File: config.mk
export PLATFORM = sky130hd
export DESIGN_NAME = nor_bank
export DESIGN_NICKNAME = d
export VERILOG_FILES = /design/src/rtl/nor_bank_pkg.sv /design/src/rtl/nor_bank_delay_line.sv /design/src/rtl/nor_bank.sv
export SDC_FILE = /design/constraint.sdc
export NUM_CORES = 1
export LEC_CHECK = 0
export CAP_MARGIN = 20
export CORE_AREA = 2 2 51 53
export DETAILED_ROUTE_END_ITERATION = 8
export DIE_AREA = 0 0 53 55
export DONT_BUFFER_PORTS = 1
export HOLD_SLACK_MARGIN = 0.03
export PLACE_DENSITY = 0.74
export SLEW_MARGIN = 20
export SYNTH_ARGS = -nofsm -noshare
export SYNTH_HDL_FRONTEND = slang
export SYNTH_HIERARCHICAL = 1
export SYNTH_SLANG_ARGS = --single-unit
File: constraint.sdc
create_clock -name clk -period 1.85 [get_ports clk]
set_input_delay 0.37 -clock clk [delete_from_list [all_inputs] [get_ports clk]]
set_output_delay 0.37 -clock clk [all_outputs]
set_load 0.03 [all_outputs]
File: src/rtl/nor_bank_pkg.sv
// nor_bank_pkg
//   Shared helpers for the nor_bank NOR-gate bank:
//   - nor_reduce : NOR of a zero-extended input vector (zero padding leaves
//                  the NOR result unchanged, so any gate width up to
//                  MAX_INPUTS can share one function).
//   - sat_inc    : increment that sticks at 2^width-1.
//   - params_legal : elaboration-time sanity check of the bank parameters.
package nor_bank_pkg;

  localparam int unsigned MAX_INPUTS = 64;
  localparam int unsigned MAX_CNT_W  = 64;

  function automatic logic nor_reduce(input logic [MAX_INPUTS-1:0] vec);
    return ~|vec;
  endfunction

  function automatic logic [MAX_CNT_W-1:0] sat_inc(input logic [MAX_CNT_W-1:0] val,
                                                   input int unsigned width);
    logic [MAX_CNT_W-1:0] top;
    if (width >= MAX_CNT_W) top = '1;
    else                    top = (64'd1 << width) - 64'd1;
    return (val >= top) ? top : val + 64'd1;
  endfunction

  function automatic bit params_legal(input int unsigned channels,
                                      input int unsigned inputs,
                                      input int unsigned delay_cyc,
                                      input int unsigned settle_cyc,
                                      input int unsigned cnt_w,
                                      input int unsigned iv_width);
    bit ok;
    ok = 1'b1;
    if (channels   < 1)          ok = 1'b0;
    if (inputs     < 1)          ok = 1'b0;
    if (inputs     > MAX_INPUTS) ok = 1'b0;
    if (delay_cyc  < 1)          ok = 1'b0;
    if (settle_cyc < 1)          ok = 1'b0;
    if (cnt_w      < 1)          ok = 1'b0;
    if (cnt_w      > MAX_CNT_W)  ok = 1'b0;
    if (iv_width  != channels)   ok = 1'b0;
    return ok;
  endfunction

endpackage

File: src/rtl/nor_bank_delay_line.sv
// nor_bank_delay_line
//   DELAY_CYC x CHANNELS posedge shift register. The last stage is the
//   registered output of the bank. All stages reset asynchronously to IV and
//   load IV synchronously when load is high.
// Ports
//   clk  : clock (posedge)
//   rst  : asynchronous active-low reset
//   load : synchronous load of IV into every stage
//   din  : sampled NOR values entering the first stage
//   nxt  : value the last stage takes at the coming posedge
//   q    : last stage (bank output)
module nor_bank_delay_line #(
  parameter int unsigned         CHANNELS  = 4,
  parameter int unsigned         DELAY_CYC = 1,
  parameter logic [CHANNELS-1:0] IV        = '0
) (
  input  logic                clk,
  input  logic                rst,
  input  logic                load,
  input  logic [CHANNELS-1:0] din,
  output logic [CHANNELS-1:0] nxt,
  output logic [CHANNELS-1:0] q
);

  logic [CHANNELS-1:0] stage [DELAY_CYC];
  logic [CHANNELS-1:0] feed;

  // Input of the last stage: din itself for a single stage, otherwise the
  // stage just ahead of it.
  if (DELAY_CYC == 1) begin : g_single
    assign feed = din;
  end else begin : g_multi
    assign feed = stage[DELAY_CYC-2];
  end

  assign nxt = load ? IV : feed;
  assign q   = stage[DELAY_CYC-1];

  always_ff @(posedge clk or negedge rst) begin
    if (!rst) begin
      for (int unsigned k = 0; k < DELAY_CYC; k++) stage[k] <= IV;
    end else if (load) begin
      for (int unsigned k = 0; k < DELAY_CYC; k++) stage[k] <= IV;
    end else begin
      stage[0] <= din;
      for (int unsigned k = 1; k < DELAY_CYC; k++) stage[k] <= stage[k-1];
    end
  end

endmodule

File: src/rtl/nor_bank.sv
// nor_bank
//   CHANNELS independent INPUTS-input NOR gates in the two-phase FPGA style:
//   inputs are sampled on the falling edge, outputs advance on the rising
//   edge through a DELAY_CYC-stage pipeline. Adds hold (en), force-to-IV,
//   a settle detector and a saturating output-toggle counter.
// Ports
//   clk      : clock; negedge samples, posedge updates
//   rst      : asynchronous active-low reset
//   en       : 1 = sample inputs at negedge, 0 = hold last sample
//   force_iv : synchronous load of IV into sample, pipeline and y
//   cnt_clr  : synchronous clear of tog_cnt (wins over increment)
//   a        : channel i inputs = a[i*INPUTS +: INPUTS]
//   y        : y[i] = delayed NOR of channel i inputs (flop output)
//   settled  : y unchanged for >= SETTLE_CYC consecutive posedges
//   tog_cnt  : saturating count of posedges on which any y bit changed
module nor_bank
  import nor_bank_pkg::*;
#(
  parameter int unsigned         CHANNELS   = 4,
  parameter int unsigned         INPUTS     = 3,
  parameter int unsigned         DELAY_CYC  = 1,
  parameter logic [CHANNELS-1:0] IV         = '0,
  parameter int unsigned         SETTLE_CYC = 4,
  parameter int unsigned         CNT_W      = 16
) (
  input  logic                       clk,
  input  logic                       rst,
  input  logic                       en,
  input  logic                       force_iv,
  input  logic                       cnt_clr,
  input  logic [CHANNELS*INPUTS-1:0] a,
  output logic [CHANNELS-1:0]        y,
  output logic                       settled,
  output logic [CNT_W-1:0]           tog_cnt
);

  if (!params_legal(CHANNELS, INPUTS, DELAY_CYC, SETTLE_CYC, CNT_W, $bits(IV))) begin : g_param_error
    $error("nor_bank: illegal parameter combination");
  end

  localparam int unsigned STABLE_W = $clog2(SETTLE_CYC + 1);

  logic [CHANNELS-1:0] nor_now;
  logic [CHANNELS-1:0] smp;
  logic [CHANNELS-1:0] y_nxt;
  logic                y_moves;
  logic [STABLE_W-1:0] stable_cnt;
  logic [STABLE_W-1:0] stable_nxt;

  always_comb begin
    nor_now = '0;
    for (int unsigned i = 0; i < CHANNELS; i++) begin
      nor_now[i] = nor_reduce(MAX_INPUTS'(a[i*INPUTS +: INPUTS]));
    end
  end

  // Falling-edge sample stage.
  always_ff @(negedge clk or negedge rst) begin
    if (!rst) begin
      smp <= IV;
    end else if (force_iv) begin
      smp <= IV;
    end else if (en) begin
      smp <= nor_now;
    end
  end

  nor_bank_delay_line #(
    .CHANNELS (CHANNELS),
    .DELAY_CYC(DELAY_CYC),
    .IV       (IV)
  ) u_delay (
    .clk (clk),
    .rst (rst),
    .load(force_iv),
    .din (smp),
    .nxt (y_nxt),
    .q   (y)
  );

  // Settle/toggle decisions look at the value y is about to take, so both
  // react on the same posedge that y changes.
  assign y_moves = (y_nxt != y);

  always_comb begin
    stable_nxt = '0;
    if (!force_iv && !y_moves) begin
      if (stable_cnt >= STABLE_W'(SETTLE_CYC)) stable_nxt = STABLE_W'(SETTLE_CYC);
      else                                     stable_nxt = stable_cnt + 1'b1;
    end
  end

  always_ff @(posedge clk or negedge rst) begin
    if (!rst) begin
      stable_cnt <= '0;
      settled    <= 1'b0;
    end else begin
      stable_cnt <= stable_nxt;
      settled    <= (stable_nxt >= STABLE_W'(SETTLE_CYC));
    end
  end

  always_ff @(posedge clk or negedge rst) begin
    if (!rst) begin
      tog_cnt <= '0;
    end else if (cnt_clr) begin
      tog_cnt <= '0;
    end else if (y_moves) begin
      tog_cnt <= CNT_W'(sat_inc(MAX_CNT_W'(tog_cnt), CNT_W));
    end
  end

endmodule
==> impl_results.md <==
* Clock latency on the worst-skew pair at 340 ps
* CTS Sinks at 27
* Peak supply drop at 0.443 mV
* Overall power at 1.05 mW
* Worst Setup End Kind: flop
* Crit path kind: flop to flop
* Area leader, netlist: dfrtp_1
* Die Y at 55 um
* Slowest cell on the critical path: dfrtn_1
* Max cap viols at 0
* Post-DP HPWL at 2500 um
* Placement Rows at 18
* H-tree levels at 1
* Final setup violation count at 19
* Pwr dens at 553 nW/um2
* Clock Skew at 19.1 ps
* Die footprint at 2920 um2
* Worst R2R Path Depth at 6
* 1st-iter DRT viols at 28
* Design Area, Final at 1890 um2
* Number of flops mapped to enable cells by yosys at 0
* Wirelength, routed at 3890 um
* Largest delay share family, worst path: flip-flops
* Async SR Flop Fraction at 1.00
* RSZ-0062 raised after global routing: true
* Post-Syn Area per Cell at 9.96 um2
* Slew headroom at 0.661
* Crit path to: tog_cnt[14]
* Post-synthesis cell type count at 32
* Mapped Nets at 158
* Worst hold path type: primary input to flop
* Root Driver: clkbuf_4
* Crit-path cells: nor2b_4 -> xnor2_1 -> nand4_1 -> buf_2 -> a41oi_2 -> a311oi_1
* Arrival time at the worst endpoint at 2690 ps
* Leakage at 0.755 nW
* Layout area overhead at 37.7%
* Crit path launch: smp[1]
* Most common cell after layout, fill and taps aside: buf_4
* Gpl congestion at 0.834
* Post-synthesis cell count at 138
* Max Buffers Root-to-Sink at 2
* Final hold viol count at 0
* First-pass GRT wire length at 5180 um
* Worst path max stage delay at 450 ps
* Initial Util at 0.581
* Placed insts at 187
* Layout Cells excl Fill at 196
* Reg clk slew, reported paths at 160 ps
* Reg2reg setup slack at -630 ps
* Largest net degree at the start of global routing at 24
* Core footprint at 2360 um2
* R2R Path Start: smp[1]
* WP data required at 2060 ps
* Nets@finish at 187
* Commonest cells after routing, fill and taps aside: 24 x buf_4, 23 x dfrtp_1, 10 x nor2_1, 9 x nor3_1
* Final worst slack at -634 ps
* Worst R2R End: tog_cnt[14]
* IO buf count at 0
* Worst slew pin tran at 508 ps
* CTS tree: done
* Syn. warnings at 6
* WL per Instance at 19.8 um
* ANT cells at 0
* Vias in the first global route at 1137
* Worst Path Buf+Inv at 1
* Synth top area share at 0.419
* Vias/cell at 6.51
* Antenna-violating nets left at 0
* Die X at 53 um
* Slew Limit Fails at 0
* Top post-synthesis cells by area: dfrtp_1 42%, dfrtn_1 7.3%, nor3_1 4.4%, a311oi_1 3.8%, nor2_1 3.3%
* Mapped Area at 1380 um2
* Register bit total from synthesis at 27
* Status: complete, but fails checks
* Initial antenna violation count at 0
* # IOs at 38
* Total track usage at 0.246
* CTS Buf Count at 3
* Violated checks: setup timing
* Startpoint types: flop
* Remaining Overflow, GRT at 0
* Most common flop cell mapped by yosys: dfrtp_1
* Residual DRC at 0
* Pre-Repair DR Iteration Count at 4
* Via count at 1276
* Seq/Total Area, Yosys at 0.491
* Critical path depth at 6
* Area post-placement at 1680 um2
* Worst-path maximum fanout at 4
* Share of cells above drive strength 1 at 0.416
-- routing by layer --
layer | routed length, um | GRT usage | share of wire
met2 | 2040 | 0.417 | 0.52
met4 | 54 | 0.103 | 0.014
met5 | 0 | 0 | 0
met3 | 235 | 0.0430 | 0.060
met1 | 1560 | 0.313 | 0.40
-- sequential cells by signal (all words and copies together), names as in the netlist --
signal / cells
settled: 1
smp: 4
stable_cnt: 2
tog_cnt: 16
u_delay/q: 4
-- timing repair --
item,in CTS,in global routing
hold buffers,1,1
pin swaps,2,9
setup endpoints to repair,19,19
gates resized for setup,2,24
buffers inserted,0,2
cloned,0,1
endpoints found under the hold margin,23,23
-- cells by family after synthesis --
group	count (synthesis)	share of synthesized area
buffers and inverters	12	0.0364
AOI/OAI and AO/OA	26	0.136
xor gates and xnor gates	4	0.0255
and+or+nand+nor	62	0.255
DFF	27	0.491
adders and majority gates	3	0.0273
muxes	4	0.0291
-- power by group --
group	internal, mW	total, mW	switching [mW]
clock network	0.0828	0.274	0.191
logic	0.0654	0.152	0.0870
registers	0.606	0.620	0.0140
-- cell type report --
| class | count | area, um2 |
|---|---|---|
| sequential | 27 | 676 |
| clock inverter | 1 | 7.51 |
| timing repair buffer | 31 | 245 |
| inverter | 5 | 18.8 |
| clock buffer | 3 | 22.5 |
| tap | 30 | 37.5 |
| multi-input combinational | 99 | 886 |
| fill | 147 | 472 |
-- worst min path at each step --
stage,cells past startpoint,to,start,slack (ps)
6_report,1,tog_cnt[2],cnt_clr,70
5_1_grt,1,tog_cnt[0],cnt_clr,40
4_1_cts,1,tog_cnt[0],cnt_clr,60
3_5_place_dp,0,tog_cnt[9],rst,80
3_3_place_gp,0,tog_cnt[8],rst,70
2_1_floorplan,0,settled,rst,70
-- metrics by stage --
step / TNS, ps / setup WS (ps) / util / hold slack, ps
after detailed placement: -10180 / -597 / 0.710 / 75.1
after global routing: -12280 / -730 / 0.801 / 44.7
after CTS: -10040 / -595 / 0.731 / 63.5
after floorplan: -7960 / -465 / - / 74.4
after global placement: -9060 / -565 / 0.710 / 75.0
final: -10780 / -634 / 0.801 / 65.6
-- synth_stat cells (all sizes together), types with 4 or more instances --
library cell,count
nor3,12
dfrtp,23
xnor2,4
nand3,5
clkbuf,4
and3,5
nor4,5
nand4,5
a211oi,5
mux2i,4
dfrtn,4
a311oi,6
inv,5
a31oi,5
nor2,12
a21oi,4
nor2b,6
(Power assumes the default switching activity.)
